--- src/rtl/sump_cmd_decoder_pkg.sv ---
// Opcodes, reply FSM states and reply ROM contents for the SUMP command decoder.
// SUMP_METADATA_EN adds the metadata reply ROM.
package logip_cmd_pkg;

    localparam logic [7:0] OP_RESET = 8'h00;
    localparam logic [7:0] OP_RUN   = 8'h01;
    localparam logic [7:0] OP_ID    = 8'h02;
    localparam logic [7:0] OP_META  = 8'h04;
    localparam logic [7:0] OP_XON   = 8'h11;
    localparam logic [7:0] OP_XOFF  = 8'h13;
    localparam logic [7:0] OP_DIV   = 8'h80;
    localparam logic [7:0] OP_CNT   = 8'h81;
    localparam logic [7:0] OP_FLAGS = 8'h82;

    typedef enum logic {IDLE, REPLY} reply_state_e;

    localparam int         ID_LEN  = 4;
    localparam logic [3:0] ID_LAST = 4'(ID_LEN - 1);

    function automatic logic [7:0] id_byte(input logic [1:0] i);
        case (i)
            2'd0:    return 8'h31;
            2'd1:    return 8'h41;
            2'd2:    return 8'h4C;
            default: return 8'h53;
        endcase
    endfunction

`ifdef SUMP_METADATA_EN
    localparam int         META_LEN  = 13;
    localparam logic [3:0] META_LAST = 4'(META_LEN - 1);

    // Device name "logIP", then 32 probes, then end-of-metadata
    function automatic logic [7:0] meta_byte(input logic [3:0] i);
        case (i)
            4'd0:    return 8'h01;
            4'd1:    return 8'h6C;
            4'd2:    return 8'h6F;
            4'd3:    return 8'h67;
            4'd4:    return 8'h49;
            4'd5:    return 8'h50;
            4'd7:    return 8'h20;
            4'd11:   return 8'h20;
            default: return 8'h00;
        endcase
    endfunction
`endif

endpackage

--- src/rtl/sump_cmd_decoder_if.sv ---
// Reply byte stream to the UART transmitter (valid/ready).
interface sump_cmd_decoder_if;
    logic [7:0] tx_data_o;
    logic       tx_valid_o;
    logic       tx_ready_i;

    modport master (output tx_data_o, output tx_valid_o, input tx_ready_i);
    modport slave  (input tx_data_o, input tx_valid_o, output tx_ready_i);
endinterface

--- src/rtl/sump_cmd_decoder_reply_seq.sv ---
// Reply sequencer: walks the ID (or, with SUMP_METADATA_EN, metadata) ROM
// over the transmitter handshake. Starts are ignored while a reply is running.
module sump_reply_seq
    import logip_cmd_pkg::*;
(
    input  logic clk_i,
    input  logic rst_in,
    input  logic start_i,
`ifdef SUMP_METADATA_EN
    input  logic meta_i,
`endif
    sump_cmd_decoder_if.master tx,
    output logic busy_o
);

    reply_state_e state_q, state_d;
    logic [3:0]   idx_q, idx_d;
    logic         last;
    logic [7:0]   rom_byte;

`ifdef SUMP_METADATA_EN
    logic sel_q;

    always_ff @(posedge clk_i or negedge rst_in) begin
        if (!rst_in)                          sel_q <= 1'b0;
        else if (state_q == IDLE && start_i)  sel_q <= meta_i;
    end

    assign last     = idx_q == (sel_q ? META_LAST : ID_LAST);
    assign rom_byte = sel_q ? meta_byte(idx_q) : id_byte(idx_q[1:0]);
`else
    assign last     = idx_q == ID_LAST;
    assign rom_byte = id_byte(idx_q[1:0]);
`endif

    always_ff @(posedge clk_i or negedge rst_in) begin
        if (!rst_in) begin
            state_q <= IDLE;
            idx_q   <= '0;
        end else begin
            state_q <= state_d;
            idx_q   <= idx_d;
        end
    end

    always_comb begin
        state_d = state_q;
        idx_d   = idx_q;
        case (state_q)
            IDLE: if (start_i) begin
                state_d = REPLY;
                idx_d   = '0;
            end
            REPLY: if (tx.tx_ready_i) begin
                if (last) begin
                    state_d = IDLE;
                    idx_d   = '0;
                end else begin
                    idx_d = idx_q + 4'd1;
                end
            end
            default: state_d = IDLE;
        endcase
    end

    assign busy_o        = state_q == REPLY;
    assign tx.tx_valid_o = busy_o;
    assign tx.tx_data_o  = busy_o ? rom_byte : 8'h00;

endmodule

--- src/rtl/sump_cmd_decoder.sv ---
// SUMP command decoder: registers capture configuration, issues control pulses
// and launches replies. SUMP_METADATA_EN enables the 0x04 metadata reply.
module sump_cmd_decoder
    import logip_cmd_pkg::*;
#(
    parameter int TRIG_STAGES = 4,
    parameter int CMD_WIDTH   = 40
) (
    input  logic                      clk_i,
    input  logic                      rst_in,
    input  logic [CMD_WIDTH-1:0]      cmd_i,
    input  logic                      stb_i,
    sump_cmd_decoder_if.master        tx,
    output logic                      sw_rst_o,
    output logic                      arm_o,
    output logic                      xoff_o,
    output logic [23:0]               div_o,
    output logic [15:0]               read_cnt_o,
    output logic [15:0]               delay_cnt_o,
    output logic [31:0]               flags_o,
    output logic [TRIG_STAGES*32-1:0] trig_mask_o,
    output logic [TRIG_STAGES*32-1:0] trig_val_o,
    output logic [TRIG_STAGES*32-1:0] trig_cfg_o
);

    logic        is_long, short_stb, long_stb, busy, reply_start;
    logic [7:0]  short_op, long_op;
    logic [31:0] payload;

    // Long opcodes all have bit 7 set, so the opcode byte decides the format;
    // this keeps long commands whose payload has bit 31 clear decoding as long.
    assign is_long   = cmd_i[7];
    assign short_op  = cmd_i[39:32];
    assign long_op   = cmd_i[7:0];
    assign payload   = cmd_i[39:8];
    assign short_stb = stb_i && !is_long;
    assign long_stb  = stb_i && is_long;

    always_ff @(posedge clk_i or negedge rst_in) begin
        if (!rst_in) begin
            sw_rst_o    <= 1'b0;
            arm_o       <= 1'b0;
            xoff_o      <= 1'b0;
            div_o       <= '0;
            read_cnt_o  <= '0;
            delay_cnt_o <= '0;
            flags_o     <= '0;
            trig_mask_o <= '0;
            trig_val_o  <= '0;
            trig_cfg_o  <= '0;
        end else begin
            sw_rst_o <= 1'b0;
            arm_o    <= 1'b0;
            if (short_stb) begin
                case (short_op)
                    OP_RESET: begin
                        sw_rst_o <= 1'b1;
                        xoff_o   <= 1'b0;
                    end
                    OP_RUN:  arm_o  <= 1'b1;
                    OP_XON:  xoff_o <= 1'b0;
                    OP_XOFF: xoff_o <= 1'b1;
                    default: ;
                endcase
            end
            if (long_stb) begin
                case (long_op)
                    OP_DIV:   div_o <= payload[23:0];
                    OP_CNT: begin
                        read_cnt_o  <= payload[15:0];
                        delay_cnt_o <= payload[31:16];
                    end
                    OP_FLAGS: flags_o <= payload;
                    default: ;
                endcase
                // 0xC0+4n: stage n mask/value/config; stages beyond TRIG_STAGES never match
                for (int s = 0; s < TRIG_STAGES; s++) begin
                    if (long_op[7:4] == 4'hC && int'(long_op[3:2]) == s) begin
                        case (long_op[1:0])
                            2'd0:    trig_mask_o[32*s +: 32] <= payload;
                            2'd1:    trig_val_o[32*s +: 32]  <= payload;
                            2'd2:    trig_cfg_o[32*s +: 32]  <= payload;
                            default: ;
                        endcase
                    end
                end
            end
        end
    end

`ifdef SUMP_METADATA_EN
    logic is_meta;
    assign is_meta     = short_stb && short_op == OP_META;
    assign reply_start = !busy && ((short_stb && short_op == OP_ID) || is_meta);
`else
    assign reply_start = !busy && short_stb && short_op == OP_ID;
`endif

    sump_reply_seq u_reply (
        .clk_i   (clk_i),
        .rst_in  (rst_in),
        .start_i (reply_start),
`ifdef SUMP_METADATA_EN
        .meta_i  (is_meta),
`endif
        .tx      (tx),
        .busy_o  (busy)
    );

endmodule

--- src/flat_wrapper.sv ---
// flat-port wrapper written by rule: the top's interface ports become plain ports
module sump_cmd_decoder_flat import logip_cmd_pkg::*;
#(
    parameter int TRIG_STAGES = 4,
    parameter int CMD_WIDTH   = 40
)
  (clk_i, rst_in, cmd_i, stb_i, sw_rst_o, arm_o, xoff_o, div_o, read_cnt_o, delay_cnt_o, flags_o, trig_mask_o, trig_val_o, trig_cfg_o, tx_tx_data_o, tx_tx_valid_o, tx_tx_ready_i);
  sump_cmd_decoder_if tx_i ();
  input  logic clk_i;
  input  logic rst_in;
  input  logic [CMD_WIDTH-1:0] cmd_i;
  input  logic stb_i;
  output logic sw_rst_o;
  output logic arm_o;
  output logic xoff_o;
  output logic [23:0] div_o;
  output logic [15:0] read_cnt_o;
  output logic [15:0] delay_cnt_o;
  output logic [31:0] flags_o;
  output logic [TRIG_STAGES*32-1:0] trig_mask_o;
  output logic [TRIG_STAGES*32-1:0] trig_val_o;
  output logic [TRIG_STAGES*32-1:0] trig_cfg_o;
  output wire logic [$bits(tx_i.tx_data_o)-1:0] tx_tx_data_o;
  output wire logic [$bits(tx_i.tx_valid_o)-1:0] tx_tx_valid_o;
  input wire logic [$bits(tx_i.tx_ready_i)-1:0] tx_tx_ready_i;
  assign tx_tx_data_o = tx_i.tx_data_o;
  assign tx_tx_valid_o = tx_i.tx_valid_o;
  assign tx_i.tx_ready_i = tx_tx_ready_i;
  sump_cmd_decoder #(.TRIG_STAGES(TRIG_STAGES), .CMD_WIDTH(CMD_WIDTH)) u_core (.clk_i(clk_i), .rst_in(rst_in), .cmd_i(cmd_i), .stb_i(stb_i), .tx(tx_i), .sw_rst_o(sw_rst_o), .arm_o(arm_o), .xoff_o(xoff_o), .div_o(div_o), .read_cnt_o(read_cnt_o), .delay_cnt_o(delay_cnt_o), .flags_o(flags_o), .trig_mask_o(trig_mask_o), .trig_val_o(trig_val_o), .trig_cfg_o(trig_cfg_o));
endmodule
--- config.mk ---
export PLATFORM = sky130hd
export DESIGN_NAME = sump_cmd_decoder_flat
export DESIGN_NICKNAME = d
export VERILOG_FILES = /design/src/rtl/sump_cmd_decoder_pkg.sv /design/src/rtl/sump_cmd_decoder_if.sv /design/src/rtl/sump_cmd_decoder_reply_seq.sv /design/src/rtl/sump_cmd_decoder.sv /design/src/flat_wrapper.sv
export SDC_FILE = /design/constraint.sdc
export NUM_CORES = 1
export LEC_CHECK = 0
export BUFFER_PORTS_ARGS = -buffer_cell sky130_fd_sc_hd__buf_2
export CORE_AREA = 2 2 204 206
export CTS_BUF_LIST = sky130_fd_sc_hd__clkbuf_2 sky130_fd_sc_hd__clkbuf_4 sky130_fd_sc_hd__clkbuf_8
export DETAILED_ROUTE_END_ITERATION = 12
export DIE_AREA = 0 0 206 208
export GPL_TIMING_DRIVEN = 0
export PLACE_DENSITY = 0.74
export REMOVE_ABC_BUFFERS = 1
export SKIP_CTS_REPAIR_TIMING = 1
export SYNTH_ARGS = -nofsm -noshare
export SYNTH_HDL_FRONTEND = slang
export SYNTH_HIERARCHICAL = 1
export SYNTH_SLANG_ARGS = --single-unit
export TNS_END_PERCENT = 1
--- constraint.sdc ---
create_clock -name clk_i -period 1.3 [get_ports clk_i]
set_clock_uncertainty 0.1 [all_clocks]
set_input_delay 0.13 -clock clk_i [delete_from_list [all_inputs] [get_ports clk_i]]
set_output_delay 0.13 -clock clk_i [all_outputs]
set_load 0.02 [all_outputs]
## Word-level counts from Yosys, hierarchy flattened

Index checks and enable logic that the tools add are counted.

| word-level totals | value |
|---|---|
| input bits | 44 |
| logic and storage cells | 89 |
| memory bits (read-only) | 0 |
| output and inout bits | 484 |
| flip-flop bits (word level) | 480 |
| memories | 0 |
| bits in writable memories | 0 |
| latch bits | 0 |

| operators by class | value |
|---|---|
| reduce and logical (&&, ||, !) cells | 33 |
| divide/modulo/power cells | 0 |
| eq/ne operators | 18 |
| magnitude comparators | 0 |
| bitwise gates (word level) | 1 |
| shift-type cells | 0 |
| add/subtract/negate cells | 1 |
| mux-type cells | 15 |
| $mul | 0 |

Operators by type and width:

| cell | count |
|---|---|
| 3-bit AND reduction | 12 |
| 8-bit equality test, second input constant | 3 |
| 7-bit case mux with 3 select lines | 1 |
| 8-bit by 5-bit equality test with 1-bit output, second input constant | 2 |
| 4-bit two-way mux | 3 |
| 2-bit AND reduction | 5 |
| 2-bit equality test, second input constant | 4 |
| 8-bit by 1-bit equality test with 1-bit output, second input constant | 1 |
| 8-bit by 2-bit equality test with 1-bit output, second input constant | 1 |
| 1-bit logical AND | 8 |
| 8-bit zero test | 1 |
| 8-bit two-way mux | 1 |
| 4-bit case mux with 2 select lines | 1 |
| 1-bit two-way mux | 7 |
| 2-bit by 1-bit equality test with 1-bit output, second input constant | 3 |
| 2-bit zero test | 3 |
| 4-bit by 1-bit adder with 4-bit output, second input constant | 1 |
| 4-bit by 2-bit equality test with 1-bit output, second input constant | 1 |
| 4-bit equality test, second input constant | 1 |
| 1-bit case mux with 2 select lines | 2 |
| 1-bit zero test | 2 |
| 2-bit by 1-bit inequality test with 1-bit output, second input constant | 1 |
| 2-bit inequality test, second input constant | 1 |
| 2-bit nonzero test | 1 |
| 2 further kinds | 2 |

## Depth between registers and ports, before layout

| logic depth | value |
|---|---|
| depth after elaboration | 6 |
| mapped depth | 7 |
| mapped depth without buffers | 6 |

## Modules after synthesis

Netlist, hierarchy kept.

By module, submodules not included:

| module | cells an instance | area each (um^2) | seq. area each (um^2) | times used |
|---|---|---|---|---|
| sump_cmd_decoder | 1070 | 18109.9 | 11886.4 | 1 |
| sump_reply_seq | 43 | 402.9 | 125.1 | 1 |

## Least setup slack after synthesis

Ideal clock, no wire load.

| timing | value |
|---|---|
| path type | input to register |
| from | input cmd_i[7] |
| to | register u_core.u_reply.idx_q[0] |
| setup time | 0.129 ns |
| cell stages on the path | 5 |
| data required time | 1.071 ns |
| path slack | -0.404 ns |
| path buffers | 0 |
| data arrival time | 1.475 ns |
| cells stage by stage | or4b_2 nor3_1 nor2_1 o21ai_0 o31ai_1 |

| between the ends | value |
|---|---|
| longest elaborated chain between the ends | 6 |

RTL lines:

| item | line | source |
|---|---|---|
| from (decl) | flat_wrapper.sv:11 | `input logic [CMD_WIDTH-1:0] cmd_i;` |
| 1-bit zero test | sump_cmd_decoder.sv:36 | `assign short_stb = stb_i && !is_long;` |
| 1-bit logical AND | sump_cmd_decoder.sv:36 |  |
| 1-bit logical AND (2 in a row) | sump_cmd_decoder.sv:96 | `assign reply_start = !busy && short_stb && short_op == OP_ID;` |
| net u_core.reply_start | sump_cmd_decoder.sv:26 | `logic is_long, short_stb, long_stb, busy, reply_start;` |
| 2-bit by 1-bit inequality test with 1-bit output (no line) | -- |  |
| 2-bit AND reduction (no line) | -- |  |
| to (signal assigned) | sump_cmd_decoder_reply_seq.sv:42 | `idx_q <= idx_d;` |
| to (decl) | sump_cmd_decoder_reply_seq.sv:17 | `logic [3:0] idx_q, idx_d;` |

The timed path passes the listed nets, and every way through them passes these cells.
A chain may end at the register's enable or synchronous reset.

## Worst setup path after layout

| timing | value |
|---|---|
| from | register u_core.u_reply.idx_q[1] |
| to | output tx_tx_data_o[1] |

| between the ends | value |
|---|---|
| longest elaborated chain between the ends | 3 |
| elaborated cells between the ends (all ways) | 5 |
| classes of those cells | eq/ne: 2; mux: 2; reduce/logical: 1 |

RTL lines:

| item | line | source |
|---|---|---|
| 2-bit equality test (tied with other cells) | sump_cmd_decoder_pkg.sv:21 | `case (i)` |
| 7-bit case mux with 3 select lines (*) | sump_cmd_decoder_pkg.sv:21 |  |
| 8-bit two-way mux (*) | sump_cmd_decoder_reply_seq.sv:68 | `assign tx.tx_data_o = busy_o ? rom_byte : 8'h00;` |
| to (decl) | flat_wrapper.sv:23 | `output wire logic [$bits(tx_i.tx_data_o)-1:0] tx_tx_data_o;` |

Every way passes the cells marked *; elsewhere a longest branch is shown, timed or not.

==> impl_metrics.json <==
{
  "status": "finished with violations",
  "failed_checks": "hold timing, setup timing",
  "synthToLayoutAreaGrowth_pct": 38.0,
  "drt_iter0_drc": 538,
  "synth.area.top_cells": "dfrtp_1, mux2_2, buf_6",
  "dp_hpwl_mm": 36.0,
  "drv_cap": 0,
  "final_nets": 1775,
  "clkTransAtPathRegs_ns": 0.06,
  "yosys_warnings": 6,
  "yosysMostFrequentCell": "dfrtp_1",
  "grt_max_degree": 130,
  "dr_wl_met3_mm": 4.31,
  "yosys.cell_types.count": 40,
  "port_buffers": 526,
  "first_global_vias": 12300,
  "ios": 528,
  "crit_start": "u_core/u_reply/idx_q[1]$_DFFE_PN0P_",
  "synth_common_cells": "dfrtp_1, mux2_2, clkbuf_1, buf_6, buf_2",
  "synth-edff-count": 0,
  "grt_pass1_wl_mm": 77.1,
  "gp_congestion": 0.779,
  "clockRootBuffer": "clkbuf_8",
  "rsz0062_at_grt": "true",
  "maxUsedRoutingLayer": "met4",
  "peakVddDrop_v": 0.000935,
  "startpoint_type": "register",
  "drc_errors": 0,
  "worstHoldPathType": "primary input to async pin",
  "numCtsBuffers": 79,
  "critPathCapture": "tx_tx_data_o[1]",
  "r2r_slack_ns": -0.44,
  "end_kind": "output port",
  "fin_tns_setup_ns": -97.50,
  "synth_top_cell_by_area": "dfrtp_1",
  "routedLengthMet1_mm": 21.6,
  "total_power_mw": 33.8,
  "power_leakage_nw": 14.1,
  "critPathKind": "register to output port",
  "chipWidth_um": 206,
  "dp.cells": 2118,
  "wl_met2_mm": 27.7,
  "die_area_um2": 42800,
  "crit_required_ns": 1.07,
  "place_area_um2": 21900,
  "core_area_um2": 40600,
  "powerDensity_nw_per_um2": 1320,
  "track_usage_pct": 24.1,
  "fin_util_pct": 63.0,
  "synth_area_per_cell_um2": 16.6,
  "hold_violations": 351,
  "fin_cells": 2317,
  "arrival_ns": 1.65,
  "synth_area_um2": 18500,
  "via_count": 12100,
  "finalWorstSetupSlack_ns": -0.576,
  "ys_seq_area_share_pct": 64.9,
  "ant_nets": 0,
  "start_util_pct": 45.6,
  "fillers": 2902,
  "synth_flop_cell": "dfrtp_1",
  "drive_above_1_share_pct": 67.9,
  "worstRegToRegCells": 8,
  "grt_overflow_total": 0,
  "yosys.area.top_type_share_pct": 64.9,
  "r2r_start": "u_core/u_reply/busy_o$_DFF_PN0_",
  "clock_sinks": 480,
  "synth_seq_cells": 480,
  "fmax_mhz": 533,
  "final_max_slew_viol_count": 0,
  "final_cell_area_um2": 25600,
  "grt_antenna_before_repair": 1,
  "async_reset_ff_share_pct": 100,
  "first_pass_iters": 4,
  "tightest_slew_ns": 0.990,
  "fin_crit_sh_pct": 144,
  "netlist_instances": 1113,
  "htree_levels": 3,
  "reg2reg_to": "u_core/u_reply/idx_q[0]$_DFFE_PN0P_",
  "slew_headroom_pct": 33.9,
  "clk_latency_ns": 0.64,
  "rows": 74,
  "routed_via_density": 5.23,
  "cts_tree": "built",
  "hold_slack_ns": -0.692,
  "crit_fanout": 5,
  "die_y_um": 208,
  "pre_cts_slack_ns": -1.21,
  "post_drt_wl_per_cell_um": 24.0,
  "period_needed_ns": 1.88,
  "setup_violations": 797,
  "clockBufferDepth": 3,
  "wirelength_mm": 55.7
}
-- cells by family (layout without fill, tap and decap cells) --
family	count (synthesis)	after routing	share of synthesized area, %
AO/OA/AOI/OAI	10	10	0.365
XOR/XNOR	1	1	0.0473
adder cells (fa/ha/maj)	6	6	0.406
AND/OR/NAND/NOR	57	57	2.51
buffers and inverters	85	756	3.00
multiplexers	473	473	28.8
other	1	2	0.0203
flip-flops	480	480	64.9
-- power by group --
| group | internal (mW) | switching [mW] | leakage [nW] |
|---|---|---|---|
| sequential | 15.6 | 0.422 | 6.63 |
| combinational | 1.62 | 2.19 | 6.55 |
| clock | 7.97 | 6.00 | 0.907 |
| total | 25.2 | 8.62 | 14.1 |
-- per-layer routing --
metal / vias to the layer above / GRT usage [%]
met5: - / 0
met4: 0 / 9.98
met3: 122 / 6.77
met2: 507 / 39.6
met1: 6312 / 29.8
li1: 5176 / -
-- worst min-delay path by stage --
stage	from	end	slack (ns)	depth (start not counted)
global route	rst_in	u_core/delay_cnt_o[14]$_DFFE_PN0P_	-0.67	1
global placement	tx_tx_ready_i	u_core/u_reply/busy_o$_DFF_PN0_	0.31	2
detailed placement	rst_in	u_core/delay_cnt_o[14]$_DFFE_PN0P_	0.14	1
CTS	rst_in	u_core/delay_cnt_o[14]$_DFFE_PN0P_	-0.57	1
floorplan	rst_in	u_core/arm_o$_DFF_PN0_	-0.27	0
finish	rst_in	u_core/delay_cnt_o[14]$_DFFE_PN0P_	-0.69	1
-- critical path, cell delays in order, from the launching register on --
cell and delay (ns):
dfrtp_2 0.46, buf_6 0.15, ha_4 0.14, and2_4 0.13
buf_6 0.12
-- registers in the layout, indices dropped and copies added, names as in the netlist --
name                   flops
u_core/trig_cfg_o        128
u_core/trig_mask_o       128
u_core/trig_val_o        128
u_core/flags_o            32
u_core/div_o              24
u_core/delay_cnt_o        16
u_core/read_cnt_o         16
u_core/u_reply/idx_q       4
u_core/arm_o               1
u_core/sw_rst_o            1
u_core/u_reply/busy_o      1
u_core/xoff_o              1
-- layout by cell type (no fill, tap or decap), types with 3 or more instances in the layout --
cell type      synthesis  routed
clkbuf_4               0      30
nand3_4                0       5
nor2b_1                8       6
buf_16                 0       8
clkbuf_8               0     100
clkbuf_16              0       6
buf_4                  3      15
buf_6                 27     144
inv_6                  0       4
dlygate4sd3_1          0      41
buf_12                 0      11
dfrtp_1              480     477
buf_2                 17     379
mux2_1                14       8
dfrtp_2                0       3
nand2b_1               3       3
nand4_1                5       5
mux2_2               459     383
nor4_1                 3       3
ha_4                   0       3
nand2_1                5       5
mux2_4                 0      82
o21ai_1                1       3
buf_8                  0       8
and2_4                 0       3
nor3_4                 6       7
clkinv_2               0       4
-- cell type report --
type	instances	area, µm²	share of cell area [%]
Clock inverter	11	104	0.406
Multi-Input combinational cell	548	6400	25.0
Timing Repair Buffer	613	4760	18.6
Sequential cell	480	12000	47.0
Inverter	3	16.3	0.0637
Antenna cell	1	2.50	0.00979
Tap cell	532	666	2.60
Clock buffer	129	1590	6.24
No activity file was read; power rests on OpenSTA's default activity.
